File: config.mk
export PLATFORM = sky130hd
export DESIGN_NAME = perm_sel_sequencer
export DESIGN_NICKNAME = d
export VERILOG_FILES = /design/src/rtl/perm_pkg.sv /design/src/rtl/perm_sel_skew.sv /design/src/rtl/perm_sel_sequencer.sv
export SDC_FILE = /design/constraint.sdc
export NUM_CORES = 1
export LEC_CHECK = 0
export ABC_CLOCK_PERIOD_IN_PS = 2220
export CAP_MARGIN = 10
export CORE_MARGIN = 2
export CORE_UTILIZATION = 49
export CTS_CLUSTER_DIAMETER = 60
export DETAILED_ROUTE_END_ITERATION = 10
export PLACE_DENSITY = 0.81
export RECOVER_POWER = 25
export SYNTH_ARGS = -nofsm -noshare
export SYNTH_HDL_FRONTEND = slang
export SYNTH_SLANG_ARGS = --single-unit
File: constraint.sdc
create_clock -name clk -period 2.22 [get_ports clk]
set_input_delay 0.222 -clock clk [delete_from_list [all_inputs] [get_ports clk]]
set_output_delay 0.222 -clock clk [all_outputs]
set_load 0.03 [all_outputs]
File: src/rtl/perm_pkg.sv
// Shared types and default sizes for the permutation select sequencer.
package perm_pkg;
   localparam int DEF_LOG2SLICES = 3;
   localparam int DEF_LEN_W      = 8;

   typedef enum logic {
      ST_IDLE = 1'b0,
      ST_RUN  = 1'b1
   } state_t;

   // One skew-pipe entry: a beat's select mask travels with the beat.
   typedef struct packed {
      logic                      valid;
      logic [DEF_LOG2SLICES-1:0] mask;
      logic                      last;
   } pipe_ent_t;
endpackage

File: src/rtl/perm_sel_skew.sv
// Skew shift register for stage selects.
// Entry 0 is the live beat, and entries 1..STAGES-1 are registered.
module perm_sel_skew
   import perm_pkg::*;
#(
   parameter int STAGES = DEF_LOG2SLICES
) (
   input  logic              clk,
   input  logic              reset,
   input  logic              i_en,
   input  pipe_ent_t         i_ent,
   output logic [STAGES-1:0] o_sel,
   output logic              o_done,
   output logic              o_any_vld
);
   pipe_ent_t [STAGES-1:0] w_pipe;

   assign w_pipe[0] = i_ent;

   genvar j;
   generate
      for (j = 1; j < STAGES; j++) begin : g_stg
         pipe_ent_t r_ent;
         always_ff @(posedge clk) begin
            if (reset)     r_ent <= '0;
            else if (i_en) r_ent <= w_pipe[j-1];
         end
         assign w_pipe[j] = r_ent;
      end
   endgenerate

   always_comb begin
      o_sel     = '0;
      o_any_vld = 1'b0;
      for (int k = 0; k < STAGES; k++) begin
         o_sel[k]  = w_pipe[k].valid & w_pipe[k].mask[k];
         o_any_vld = o_any_vld | w_pipe[k].valid;
      end
   end

   // A held pipe keeps its last entry, so a blocked done fires once hold drops.
   assign o_done = i_en & w_pipe[STAGES-1].valid & w_pipe[STAGES-1].last;
endmodule

File: src/rtl/perm_sel_sequencer.sv
// Command FSM and beat counter feeding the skewed stage-select pipe.
// LOG2SLICES must match the package's pipe-entry mask width.
module perm_sel_sequencer
   import perm_pkg::*;
#(
   parameter int LOG2SLICES = DEF_LOG2SLICES,
   parameter int LEN_W      = DEF_LEN_W
) (
   input  logic                  clk,
   input  logic                  reset,
   input  logic                  cmd_valid,
   output logic                  cmd_ready,
   input  logic [LOG2SLICES-1:0] cmd_mask,
   input  logic [LEN_W-1:0]      cmd_len,
   input  logic                  hold,
   output logic                  beat_o,
   output logic [LOG2SLICES-1:0] sel_o,
   output logic                  busy_o,
   output logic                  done_o
);
   state_t                r_state;
   logic [LEN_W-1:0]      r_rem;
   logic [LOG2SLICES-1:0] r_mask;
   logic                  r_zdone;
   logic                  w_run;
   logic                  w_last;
   logic                  w_acc;
   logic                  w_skew_done;
   logic                  w_any_vld;
   pipe_ent_t             w_ent;

   assign w_run     = (r_state == ST_RUN);
   assign w_last    = (r_rem == LEN_W'(1));
   assign cmd_ready = !hold & (!w_run | w_last);
   assign w_acc     = cmd_valid & cmd_ready;
   assign beat_o    = w_run & !hold;

   always_ff @(posedge clk) begin
      if (reset) begin
         r_state <= ST_IDLE;
         r_rem   <= '0;
         r_mask  <= '0;
         r_zdone <= 1'b0;
      end else if (!hold) begin
         r_zdone <= w_acc & (cmd_len == '0);
         if (w_acc) begin
            r_mask  <= cmd_mask;
            r_rem   <= cmd_len;
            r_state <= (cmd_len == '0) ? ST_IDLE : ST_RUN;
         end else if (w_run) begin
            r_rem <= r_rem - LEN_W'(1);
            if (w_last) r_state <= ST_IDLE;
         end
      end
   end

   // Entry 0 stays valid through a hold so sel_o[0] holds its value too.
   assign w_ent.valid = w_run;
   assign w_ent.mask  = r_mask;
   assign w_ent.last  = w_last;

   perm_sel_skew #(.STAGES(LOG2SLICES)) u_skew (
      .clk       (clk),
      .reset     (reset),
      .i_en      (!hold),
      .i_ent     (w_ent),
      .o_sel     (sel_o),
      .o_done    (w_skew_done),
      .o_any_vld (w_any_vld)
   );

   assign busy_o = w_run | w_any_vld;
   assign done_o = w_skew_done | (r_zdone & !hold);
endmodule

==> results of run 1 <==
[through the flow]
stage / cells / utilization (%) / power (mW) / worst slack [ps] / instance area, um^2
after floorplan: 111 / - / 0.539 / 462 / 1040
after global placement: 153 / 63.2 / 0.592 / 234 / 1250
after detailed placement: 153 / 63.2 / 0.597 / 201 / 1250
after CTS: 157 / 65.9 / 0.894 / 51.3 / 1310
after global routing: 157 / 66.0 / 0.928 / 8.29 / 1310
final: 157 / 66.0 / 0.893 / 98.0 / 1310
[final cells by class]
| class | instances | area, um^2 |
|---|---|---|
| fill | 167 | 673 |
| tap | 27 | 33.8 |
| clock inverter | 1 | 30.0 |
| inverter | 4 | 20.0 |
| clock buffer | 3 | 22.5 |
| sequential | 20 | 404 |
| timing repair buffer | 22 | 213 |
| multi-input combinational | 80 | 586 |
[cell usage after synthesis, types with 2 or more instances]
library cell | instances | area, um^2
nor2_1 | 11 | 41.3
nor3_1 | 4 | 20.0
mux2i_1 | 5 | 50.1
nor4_1 | 3 | 18.8
ha_1 | 2 | 25.0
clkbuf_1 | 3 | 11.3
buf_1 | 2 | 7.51
dfxtp_1 | 20 | 400
o21ai_1 | 3 | 15.0
a21oi_1 | 10 | 50.1
nand2_1 | 4 | 15.0
nor3_2 | 5 | 50.1
xnor2_1 | 5 | 43.8
and2_1 | 3 | 18.8
a211oi_2 | 5 | 62.6
nor2b_1 | 2 | 12.5
inv_1 | 3 | 11.3
nand3_1 | 5 | 25.0
[logic make-up (layout without fill, tap and decap cells)]
| logic type | after synthesis | count (layout) |
|---|---|---|
| AO/OA/AOI/OAI | 23 | 23 |
| XOR/XNOR | 5 | 5 |
| adder cells (fa/ha/maj) | 2 | 2 |
| buffers and inverters | 11 | 30 |
| flip-flops | 20 | 20 |
| multiplexers | 5 | 5 |
| AND/OR/NAND/NOR | 45 | 45 |
[routing by layer]
| layer | track usage, % | up-vias | routed length, um |
|---|---|---|---|
| met3 | 3.64 | 4 | 71 |
| met1 | 23.4 | 412 | 980 |
| met4 | 8.80 | 0 | 42 |
| met2 | 34.9 | 15 | 1080 |
| met5 | 0 | - | 0 |
| li1 | - | 442 | - |
[what timing repair did]
action | 4_1_cts | 5_1_grt
pin swaps | 0 | 0
setup endpoints to repair | 1 | 1
hold buffers | 0 | 0
resized for setup | 1 | 1
[critical path, delay by kind of cell (launching register included)]
kind / cells / cell delay [ps]
buffers and inverters: 3 / 350
and+or+nand+nor: 1 / 470
AOI/OAI and AO/OA: 1 / 300
DFF: 1 / 350
adders and majority gates: 1 / 130
[how the worst max path moves through the flow]
stage                   from   endpoint  cells past startpoint
detailed placement      hold   r_rem[7]                      6
CTS                 r_rem[0]  cmd_ready                      5
global placement        hold   r_rem[2]                      6
floorplan           r_rem[0]   r_rem[3]                      6
finish              r_rem[1]  cmd_ready                      6
global route        r_rem[1]  cmd_ready                      6
[flip-flops by register name, summed over array words and instances, names as in the netlist]
| signal | flops |
|---|---|
| r_mask | 3 |
| r_rem | 8 |
| r_state | 1 |
| r_zdone | 1 |
| u_skew.g_stg.r_ent | 7 |
[power breakdown]
group          leakage [nW]  switching [mW]  internal [mW]
Combinational         0.271          0.0938         0.0887
Sequential            0.164          0.0251          0.382
Clock                0.0279           0.120          0.183
==> results.txt, run 1 <==
Max stage delay on crit path: 470 ps
Worst Hold Depth: 3
first-pass GRT wire length: 3820 um
Required @ worst endpoint: 2000 ps
Slowest cell on crit path: or4b_1
Reg-to-Reg Start: r_rem[1]
leakage power: 0.463 nW
Synth Area in Compound Gates: 17.5%
DRC: 0
achievable frequency: 0.471 GHz
hold_sp: cmd_mask[2]
Async SR Flop Fraction: 0%
status: complete, no violations
worst path cell trace: inv_1 -> ha_1 -> or4b_1 -> o22a_4 -> clkinv_4 -> buf_4
Layout area overhead: 25.7%
aggregate routed wire length: 2170 um
worst skew pair latency: 310 ps
Post-synth EDFFs: 0
largest family of logic cells by synthesized area: simple AND/OR/NAND/NOR gates
final net count: 148
fin. max-slew vios: 0
final hold violations: 0
routed vias/inst: 5.56
Hold WS: 458 ps
CP Launch Type: register
Port Buffers: 21
CP arrival: 1900 ps
Final min period: 2120 ps
clock sink total: 20
Hold Path End: r_mask[2]
row count: 16
clk buf depth: 2
GR Overflow Total: 0
layout cell share with drive strength beyond 1: 19.2%
crit path kind: reg -> out
actual slew at the worst max-slew pin: 846 ps
Tcrit/Tclk final: 95.6%
Reg2Reg Depth: 7
Placer Congestion: 0.807
most frequent cells in the layout: 19 x dfxtp_1, 18 x clkdlybuf4s50_1, 11 x nor2_1
vias in the first global route: 876
Initial Util: 52.5%
most common cell after layout, fill and taps aside: dfxtp_1
HPWL Detailed: 1600 um
H-tree levels: 1
Post-Synthesis Cells: 111
largest net degree at the start of global routing: 21
XOR/XNOR Fraction of Synth Area: 4.21%
Die H: 50.1 um
RR Endpoint: r_rem[2]
mux cell area share after synthesis: 4.81%
CTS tree: built
Pre-Repair DR Iteration Count: 4
register clock-pin slew on the reported worst setup and hold paths: 120 ps
Antenna diodes: 0
Synthesized Nets: 128
crit end category: primary output
I/O pin cnt: 22
Peak VDD IR: 0.489 mV
Die Span X: 50.1 um
Sum Neg Setup Slack: 0 ps
top_reg_cell synth: dfxtp_1
core area: 1980 um^2
Syn Std Cell Area: 1040 um^2
worst slew margin relative to its limit: 43.4%
Syn Area/Cell: 9.38 um^2
sequential share of the synthesized area: 38.5%
Yosys reg bits: 20
simple-gate portion of the synthesized area: 27.3%
CP max FO: 13
DR iter-0 viols: 15
Hold Path Class: in -> reg
die area: 2510 um^2
DRT antenna net count: 0
Setup Buffers After CTS: 0
initial antenna violation count: 0
RSZ-0062 raised after global routing: false
Adder-Cell Fraction of Synth Area: 2.40%
Synth warnings: 0
Root Buffer: clkbuf_4
Clock Skew: 1.25 ps
MaxCap Viol Count: 0
R2R setup slack: 410 ps
routed via count: 873
Synth cell types: 34
drt wl/cell: 13.8 um
total track usage: 19.9%
Final setup viols: 0
Num CTS Buffers: 3
pwr/cell area: 682 nW/um^2
(Power assumes the default switching activity.)
==> inputs of run 2 (changes only) <==
--- a/config.mk
+++ b/config.mk
@@ -8,11 +8,12 @@
 export ABC_CLOCK_PERIOD_IN_PS = 2220
 export CAP_MARGIN = 10
 export CORE_MARGIN = 2
-export CORE_UTILIZATION = 49
+export CORE_UTILIZATION = 40
 export CTS_CLUSTER_DIAMETER = 60
 export DETAILED_ROUTE_END_ITERATION = 10
-export PLACE_DENSITY = 0.81
+export PLACE_DENSITY = 0.69
 export RECOVER_POWER = 25
+export SETUP_SLACK_MARGIN = 0.15
 export SYNTH_ARGS = -nofsm -noshare
 export SYNTH_HDL_FRONTEND = slang
 export SYNTH_SLANG_ARGS = --single-unit
==> results.txt, run 2 (same netlist as run 1, synthesis figures left out) <==
status: complete, no violations
Root Buffer: clkbuf_4
actual slew at the worst max-slew pin: 844 ps
CP Launch Type: register
Largest delay share family, worst path: simple AND/OR/NAND/NOR gates
DRT antenna net count: 0
layout cell share with drive strength beyond 1: 23.5%
initial antenna violation count: 0
Port Buffers: 21
R2R setup slack: 380 ps
Final setup viols: 0
CP arrival: 1770 ps
Tcrit/Tclk final: 89.7%
routed via count: 899
Clock Skew: 3.16 ps
placed insts: 156
Die H: 55.0 um
CP max FO: 7
Max stage delay on crit path: 470 ps
Initial Util: 42.0%
most common cell after layout, fill and taps aside: dfxtp_1
clock sink total: 20
CTS tree: built
H-tree levels: 1
first-pass GRT wire length: 3710 um
hold_sp: cmd_mask[2]
crit end category: primary output
routed vias/inst: 5.42
GR Overflow Total: 0
Sum Neg Setup Slack: 0 ps
Slowest cell on crit path: or4b_4
most frequent cells in the layout: 19 x dfxtp_1, 18 x clkdlybuf4s50_1, 11 x nor2_1
Worst Hold Depth: 3
Antenna diodes: 0
I/O pin cnt: 22
final hold violations: 0
CTS Hold Buffers Added: 0
vias in the first global route: 858
drt wl/cell: 13.9 um
MaxCap Viol Count: 0
pwr/cell area: 669 nW/um^2
register clock-pin slew on the reported worst setup and hold paths: 120 ps
Die Span X: 55.0 um
worst skew pair latency: 310 ps
Largest Register: r_rem
Required @ worst endpoint: 2000 ps
worst path cell trace: inv_1 -> ha_1 -> or4b_4 -> o22a_4 -> inv_8 -> buf_6
clk buf depth: 2
leakage power: 0.498 nW
achievable frequency: 0.502 GHz
non-filler cells, final: 166
Pre-Repair DR Iteration Count: 4
worst slew margin relative to its limit: 43.6%
DR iter-0 viols: 11
largest net degree at the start of global routing: 21
die area: 3030 um^2
HPWL Detailed: 1650 um
total track usage: 17.3%
aggregate routed wire length: 2310 um
RSZ-0062 raised after global routing: false
Hold Path End: r_mask[2]
Layout area overhead: 31.4%
biggest regs: r_rem (8), u_skew.g_stg.r_ent (7), r_mask (3)
Final min period: 1990 ps
worst path bufs/invs: 3
Reg2Reg Depth: 7
Peak VDD IR: 0.452 mV
Placer Congestion: 0.839
Hold Path Class: in -> reg
row count: 18
DRC: 0
Reg-to-Reg Start: r_rem[1]
crit path kind: reg -> out
final net count: 154
fin. max-slew vios: 0
RR Endpoint: r_rem[2]
core area: 2480 um^2
max FFs per register: 8
Num CTS Buffers: 3
run 2: cell types whose count changed in the layout (fill, tap and decap cells not counted):
| cell | before | now |
|---|---|---|
| buf_4 | 3 | 8 |
| buf_6 | 0 | 1 |
| clkinv_4 | 1 | 0 |
| inv_8 | 0 | 1 |
| or4b_1 | 1 | 0 |
| or4b_4 | 1 | 2 |
run 2: per-layer routing:
| metal | global-route usage [%] | up-vias | wire length (um) |
|---|---|---|---|
| li1 | - | 450 | - |
| met1 | 20.3 | 431 | 1040 |
| met2 | 30.6 | 16 | 1180 |
| met3 | 1.61 | 2 | 68 |
| met4 | 10.2 | 0 | 25 |
| met5 | 0 | - | 0 |
run 2: per-stage QoR:
| stage | setup WS [ps] | power [mW] | util, % | hold slack, ps | instance area, um^2 |
|---|---|---|---|---|---|
| floorplan | 462 | 0.539 | - | 370 | 1040 |
| global placement | 191 | 0.592 | 50.7 | 460 | 1260 |
| detailed placement | 109 | 0.599 | 50.7 | 460 | 1260 |
| CTS | 151 | 0.908 | 53.7 | 454 | 1330 |
| global route | 147 | 0.957 | 55.2 | 458 | 1370 |
| finish | 229 | 0.915 | 55.2 | 465 | 1370 |
run 2: worst max path at each step:
| stage | start | endpoint | cells past startpoint |
|---|---|---|---|
| finish | r_rem[1] | cmd_ready | 6 |
| global route | r_rem[1] | cmd_ready | 6 |
| CTS | r_rem[1] | cmd_ready | 6 |
| detailed placement | hold | r_rem[2] | 6 |
| global placement | hold | r_rem[2] | 6 |
| floorplan | r_rem[0] | r_rem[3] | 6 |
run 2: layout make-up:
class | instances | area (um^2)
clock buffers | 3 | 22.5
multi-input cells | 80 | 589
repair buffers | 28 | 262
fillers | 238 | 1110
inverters | 4 | 22.5
clock inverters | 1 | 30.0
well taps | 30 | 37.5
flip-flops and latches | 20 | 404
run 2: where the power goes:
group	switching, mW	internal, mW	total (mW)
Sequential	0.0207	0.382	0.403
Clock	0.119	0.183	0.302
Combinational	0.105	0.105	0.210
Total	0.245	0.670	0.915
run 2: what timing repair did:
action | 4_1_cts | 5_1_grt
resized for setup | 3 | 3
pin swaps | 1 | 1
setup endpoints to repair | 1 | 1
buffers inserted | 2 | 4
run 2: worst min-delay path, stage by stage:
cell,delay [ps]
clkdlybuf4s50_1,400
nand3_1,70
a21oi_1,50
